<file path="src/rtl/fp_addsub_issue_ctrl.sv">
// rtl/fp_addsub_issue_ctrl.sv - credit-gated issue/capture front end for a fixed-latency FP add/sub unit
// Optional sticky flag accumulation: FP_ADDSUB_ISSUE_STICKY_FLAGS_EN
module fp_addsub_issue_ctrl #(
    parameter int FPU_LATENCY = 11,
    parameter int FIFO_DEPTH  = 16,
    parameter int TAG_W       = 4
) (
    input  logic                          clk,
    input  logic                          rst,
    input  logic                          in_valid,
    output logic                          in_ready,
    input  logic [31:0]                   in_a,
    input  logic [31:0]                   in_b,
    input  logic                          in_op,
    input  logic [TAG_W-1:0]              in_tag,
    output logic [31:0]                   fpu_a,
    output logic [31:0]                   fpu_b,
    output logic                          fpu_ctrl,
    input  logic [31:0]                   fpu_z,
    input  logic [4:0]                    fpu_flags,
    output logic                          out_valid,
    input  logic                          out_ready,
    output logic [31:0]                   out_z,
    output logic [4:0]                    out_flags,
    output logic [TAG_W-1:0]              out_tag,
    output logic [$clog2(FIFO_DEPTH):0]   inflight,
    output logic [4:0]                    sticky_flags,
    input  logic                          flags_clr
);
    localparam int CW = $clog2(FIFO_DEPTH) + 1;
    localparam int PW = $clog2(FIFO_DEPTH);
    localparam int EW = 32 + 5 + TAG_W;
    localparam logic [CW:0]   L_DEPTH = (CW+1)'(FIFO_DEPTH);
    localparam logic [CW-1:0] L_ONE   = CW'(1);
    localparam logic [PW-1:0] L_PONE  = PW'(1);

    logic [31:0]             r_fpu_a;
    logic [31:0]             r_fpu_b;
    logic                    r_fpu_ctrl;
    logic [FPU_LATENCY:0]    r_dl_vld;
    logic [TAG_W-1:0]        r_dl_tag [FPU_LATENCY+1];
    logic [EW-1:0]           r_mem [FIFO_DEPTH];
    logic [PW-1:0]           r_wptr;
    logic [PW-1:0]           r_rptr;
    logic [CW-1:0]           r_count;
    logic [CW-1:0]           r_inflight;

    logic [CW:0]             w_used;
    logic                    w_issue;
    logic                    w_cap;
    logic                    w_pop;

    // Every issued op reserves a FIFO slot, so the unstallable FPU can never overrun it
    assign w_used   = {1'b0, r_inflight} + {1'b0, r_count};
    assign in_ready = !rst && (w_used < L_DEPTH);
    assign w_issue  = in_valid && in_ready;
    assign w_cap    = r_dl_vld[FPU_LATENCY];
    assign w_pop    = out_valid && out_ready;

    assign fpu_a     = r_fpu_a;
    assign fpu_b     = r_fpu_b;
    assign fpu_ctrl  = r_fpu_ctrl;
    assign out_valid = (r_count != '0);
    assign {out_z, out_flags, out_tag} = r_mem[r_rptr];
    assign inflight  = r_inflight;

    always_ff @(posedge clk) begin
        if (rst) begin
            r_fpu_a    <= '0;
            r_fpu_b    <= '0;
            r_fpu_ctrl <= 1'b0;
            r_dl_vld   <= '0;
        end else begin
            r_fpu_a    <= w_issue ? in_a  : 32'd0;
            r_fpu_b    <= w_issue ? in_b  : 32'd0;
            r_fpu_ctrl <= w_issue ? in_op : 1'b0;
            r_dl_vld   <= {r_dl_vld[FPU_LATENCY-1:0], w_issue};
        end
    end

    // Tags are only meaningful alongside their valid bit, so they need no reset
    always_ff @(posedge clk) begin
        r_dl_tag[0] <= in_tag;
        for (int i = 1; i <= FPU_LATENCY; i++) begin
            r_dl_tag[i] <= r_dl_tag[i-1];
        end
    end

    always_ff @(posedge clk) begin
        if (rst) begin
            r_wptr  <= '0;
            r_rptr  <= '0;
            r_count <= '0;
            for (int i = 0; i < FIFO_DEPTH; i++) begin
                r_mem[i] <= '0;
            end
        end else begin
            if (w_cap) begin
                r_mem[r_wptr] <= {fpu_z, fpu_flags, r_dl_tag[FPU_LATENCY]};
                r_wptr        <= r_wptr + L_PONE;
            end
            if (w_pop) begin
                r_rptr <= r_rptr + L_PONE;
            end
            case ({w_cap, w_pop})
                2'b10:   r_count <= r_count + L_ONE;
                2'b01:   r_count <= r_count - L_ONE;
                default: r_count <= r_count;
            endcase
        end
    end

    always_ff @(posedge clk) begin
        if (rst) begin
            r_inflight <= '0;
        end else begin
            case ({w_issue, w_cap})
                2'b10:   r_inflight <= r_inflight + L_ONE;
                2'b01:   r_inflight <= r_inflight - L_ONE;
                default: r_inflight <= r_inflight;
            endcase
        end
    end

    always_ff @(posedge clk) begin
        if (!rst) begin
            assert (w_used <= L_DEPTH);
        end
    end

`ifdef FP_ADDSUB_ISSUE_STICKY_FLAGS_EN
    logic [4:0] r_sticky;

    // A clear in the same cycle as a pop discards the popped flags
    always_ff @(posedge clk) begin
        if (rst || flags_clr) begin
            r_sticky <= '0;
        end else if (w_pop) begin
            r_sticky <= r_sticky | out_flags;
        end
    end

    assign sticky_flags = r_sticky;
`else
    logic w_unused_clr;

    assign w_unused_clr = flags_clr;
    assign sticky_flags = '0;
`endif

endmodule
</file>
<file path="config.mk">
export PLATFORM = sky130hd
export DESIGN_NAME = fp_addsub_issue_ctrl
export DESIGN_NICKNAME = d
export VERILOG_FILES = /design/src/rtl/fp_addsub_issue_ctrl.sv
export SDC_FILE = /design/constraint.sdc
export NUM_CORES = 1
export LEC_CHECK = 0
export ABC_AREA = 1
export CAP_MARGIN = 20
export CORE_MARGIN = 2
export CORE_UTILIZATION = 37
export DETAILED_ROUTE_END_ITERATION = 8
export DONT_BUFFER_PORTS = 1
export GPL_ROUTABILITY_DRIVEN = 0
export PLACE_DENSITY = 0.53
export SETUP_SLACK_MARGIN = 0.05
export SLEW_MARGIN = 25
export SYNTH_ARGS = -nofsm -noshare
export SYNTH_HDL_FRONTEND = slang
export SYNTH_SLANG_ARGS = --single-unit
</file>
<file path="constraint.sdc">
create_clock -name clk -period 2.95 [get_ports clk]
set_clock_uncertainty 0.1 [all_clocks]
set_input_delay 0.4425 -clock clk [delete_from_list [all_inputs] [get_ports clk]]
set_output_delay 0.4425 -clock clk [all_outputs]
set_load 0.05 [all_outputs]
</file>
==> results.sh <==
export IMPL_port_buffers=0
export IMPL_finalHoldViolCount=0
export IMPL_crit_path_end="out_z[9]"
export IMPL_cpLargestDelayFamily="buffers and inverters"
export IMPL_rsz0062_at_grt="yes"
export IMPL_ios=229
export IMPL_crit_type="register to primary output"
export IMPL_cp_num_cells=11
export IMPL_reg2reg_from="r_count[1]$_SDFFE_PP0P_"
export IMPL_clk_pin_slew_worst_paths_ns=0.06
export IMPL_grt_max_degree=71
export IMPL_via_per_inst=5.20
export IMPL_coreArea_sq_um=91400
export IMPL_grt_pass1_vias=23620
export IMPL_cts_sinks=803
export IMPL_ys_seq_elements=803
export IMPL_r2r_end="inflight[4]$_SDFFE_PP0P_"
export IMPL_cp_slowest_stage_delay_ns=0.36
export IMPL_power_leakage_nw=16.8
export IMPL_ant_nets=0
export IMPL_syn_area_per_cell_sq_um=9.93
export IMPL_fin_ws_ns=0.0415
export IMPL_ctsRootBufferMaster="clkbuf_16"
export IMPL_rows=111
export IMPL_nFillCells=8410
export IMPL_status="complete, no violations"
export IMPL_nNetsFinal=3657
export IMPL_die_x_microns=307
export IMPL_cts_htree_levels=3
export IMPL_design_area_sq_um=41600
export IMPL_dpl_cell_area_sq_um=36200
export IMPL_ir_worst_vdd_mv=0.531
export IMPL_dieArea_sq_um=94300
export IMPL_wl_per_cell_microns=22.8
export IMPL_fin_crit_sh_pct=98.6
export IMPL_grt_pass1_wl_microns=154000
export IMPL_syn_area_sq_um=34000
export IMPL_cts_max_path_buffers=3
export IMPL_crit_required_ns=2.41
export IMPL_ys_seq_area_share_pct=66.6
export IMPL_antenna_found_initial=1
export IMPL_cp_num_buf_inv=5
export IMPL_p_per_area_nw_per_um2=878
export IMPL_die_y_microns=307
export IMPL_final_max_slew_viol_count=0
export IMPL_setup_viol=0
export IMPL_critical_path_cell_chain="buf_12 -> buf_8 -> buf_16 -> buf_6 -> nor2_1 -> nor2_1 -> o21ai_1 -> nand3_1 -> nand3_2 -> nand2_4 -> buf_12"
export IMPL_drive_gt1_share_pct=12.9
export IMPL_worst_pin_slew_ns=0.863
export IMPL_crit_path_start_kind="register"
export IMPL_hpwl_microns=52500
export IMPL_cts_tree="built"
export IMPL_yosys_warnings=0
export IMPL_mostFrequentLayoutCells="nor2_1, edfxtp_1, nand2_1, inv_1, nand3_1"
export IMPL_end_kind="primary output"
export IMPL_wl_microns=109000
export IMPL_fin_worst_hold_slack_ns=0.131
export IMPL_r2r_slack_ns=0.49
export IMPL_hold_class="input pin to register"
export IMPL_layout_commonest_cell="nor2_1"
export IMPL_syn_to_final_growth_pct=22.6
export IMPL_clock_latency_ns=0.66
export IMPL_dr_total_vias=24889
export IMPL_route_detailed_drc=0
export IMPL_syn_inst=3422
export IMPL_timing_fmax_mhz=344
export IMPL_cp_slowest_cell="dfxtp_4"
export IMPL_initialDrtViolationCount=2278
export IMPL_start_util_pct=37.2
export IMPL_cap_violations=0
export IMPL_worstPathMaxFanout=8
export IMPL_grt_usage_pct=22.1
export IMPL_cp_arrival_ns=2.37
export IMPL_pre_cts_slack_ns=0.439
export IMPL_max_slew_margin_rel_pct=42.5
export IMPL_ys_types=26
export IMPL_ff2ff_path_depth=16
export IMPL_first_pass_iters=5
export IMPL_grt_ovfl_total=0
export IMPL_fin_crit_ns=2.91
export IMPL_cts_made_buffers=90
[registers in the layout, summed over array words and instances (netlist names), named ones only]
register  count
fpu_ctrl      1
r_dl_tag     48
fpu_b        32
r_wptr        4
fpu_a        32
inflight      5
r_mem       656
r_count       5
r_dl_vld     12
r_rptr        4
[report_power, final]
part / switching (mW) / internal (mW) / leakage [nW]
registers: 0.545 / 12.7 / 7.99
clock network: 4.66 / 6.24 / 1.40
logic: 7.39 / 5.00 / 7.39
[layer usage]
layer	global-route usage [%]	wire, microns
met5	0	0
met4	7.33	3240
met3	3.37	7920
met2	36.5	52000
met1	29.8	45900
[timing repair]
item | in CTS | in global routing
hold buffers | 71 | 0
gates resized for setup | 140 | 88
hold endpoints to repair | 94 | 0
setup endpoints to repair | 40 | 41
pin swaps | 33 | 47
gates cloned | 21 | 20
buffers inserted | 17 | 4
[worst min path at each step]
| stage | start | end | depth (start not counted) |
|---|---|---|---|
| 6_report | fpu_z[21] | r_mem[7][30]$_SDFFCE_PN0P_ | 2 |
| 5_1_grt | rst | r_wptr[0]$_SDFFE_PP0P_ | 4 |
| 4_1_cts | rst | r_wptr[0]$_SDFFE_PP0P_ | 4 |
| 3_5_place_dp | r_dl_tag[0][8]$_DFF_P_ | r_dl_tag[0][12]$_DFF_P_ | 0 |
| 3_3_place_gp | r_dl_tag[0][8]$_DFF_P_ | r_dl_tag[0][12]$_DFF_P_ | 0 |
| 2_1_floorplan | r_dl_tag[0][6]$_DFF_P_ | r_dl_tag[0][10]$_DFF_P_ | 0 |
[metrics by stage]
| stage | std cells | TNS [ns] | total power [mW] | utilization, % |
|---|---|---|---|---|
| 6_report | 4785 | 0 | 36.6 | 45.6 |
| 5_1_grt | 4784 | -0.568 | 38.0 | 45.6 |
| 4_1_cts | 4761 | 0 | 35.8 | 44.8 |
| 3_5_place_dp | 4490 | 0 | 23.1 | 39.7 |
| 3_3_place_gp | 4490 | 0 | 23.0 | 39.7 |
| 2_1_floorplan | 3426 | 0 | 19.4 | - |
[synthesized netlist by cell type]
library cell  number  area (sq um)
nor2_1          1074          4030
edfxtp_1         656         19700
nand2_1          397          1490
inv_1            279          1050
nand3_1          255          1280
o21ai_0          173           866
dfxtp_1          147          2940
buf_2            136           681
o211ai_1         121           908
clkbuf_1          95           357
a21oi_1           23           115
ha_1              17           213
buf_1             11          41.3
buf_4              8          60.1
buf_6              5          56.3
xor2_1             5          43.8
xnor2_1            4          35.0
inv_2              3          11.3
nor2_2             3          18.8
o21ai_1            3          15.0
fa_1               2          40.0
conb_1             1          3.75
inv_4              1          6.26
nand4_1            1          6.26
nor3_1             1          5.00
nor4_1             1          6.26
[logic make-up (layout without fill, tap and decap cells)]
kind of cell	count (synthesis)	in the layout	share of synthesized area, %
flip-flops	803	803	66.6
AND/OR/NAND/NOR	1732	1732	20.1
AO/OA/AOI/OAI	320	320	5.61
XOR/XNOR	9	9	0.232
buffers and inverters	538	709	6.65
other	1	7	0.0110
adder cells (fa/ha/maj)	19	19	0.744
[cell type report]
type                            instances  area [sq um]  share of cell area (%)
Sequential cell                       803         22700                    54.4
Multi-Input combinational cell       2085          9600                    23.1
Timing Repair Buffer                  263          3930                    9.44
Clock buffer                          120          2500                    6.00
Tap cell                             1186          1480                    3.56
Inverter                              283          1100                    2.64
Clock inverter                         42           360                   0.865
Timing Repair inverter                  1          8.76                  0.0210
Antenna cell                            2          5.00                  0.0120
[worst register-to-register path, stage by stage (launching register included)]
cell,delay (ns)
dfxtp_1,0.39
ha_1,0.25
nand3_1,0.08
nand2_1,0.05
nand2_1,0.05
nand2_1,0.06
nand2_1,0.08
nand3_2,0.07
ha_1,0.30
fa_1,0.46
inv_1,0.08
nor2_1,0.04
nor2_1,0.10
nand2_1,0.06
nand2_1,0.05
nand2_1,0.04
a21oi_1,0.11
No activity file was read; power rests on OpenSTA's default activity.
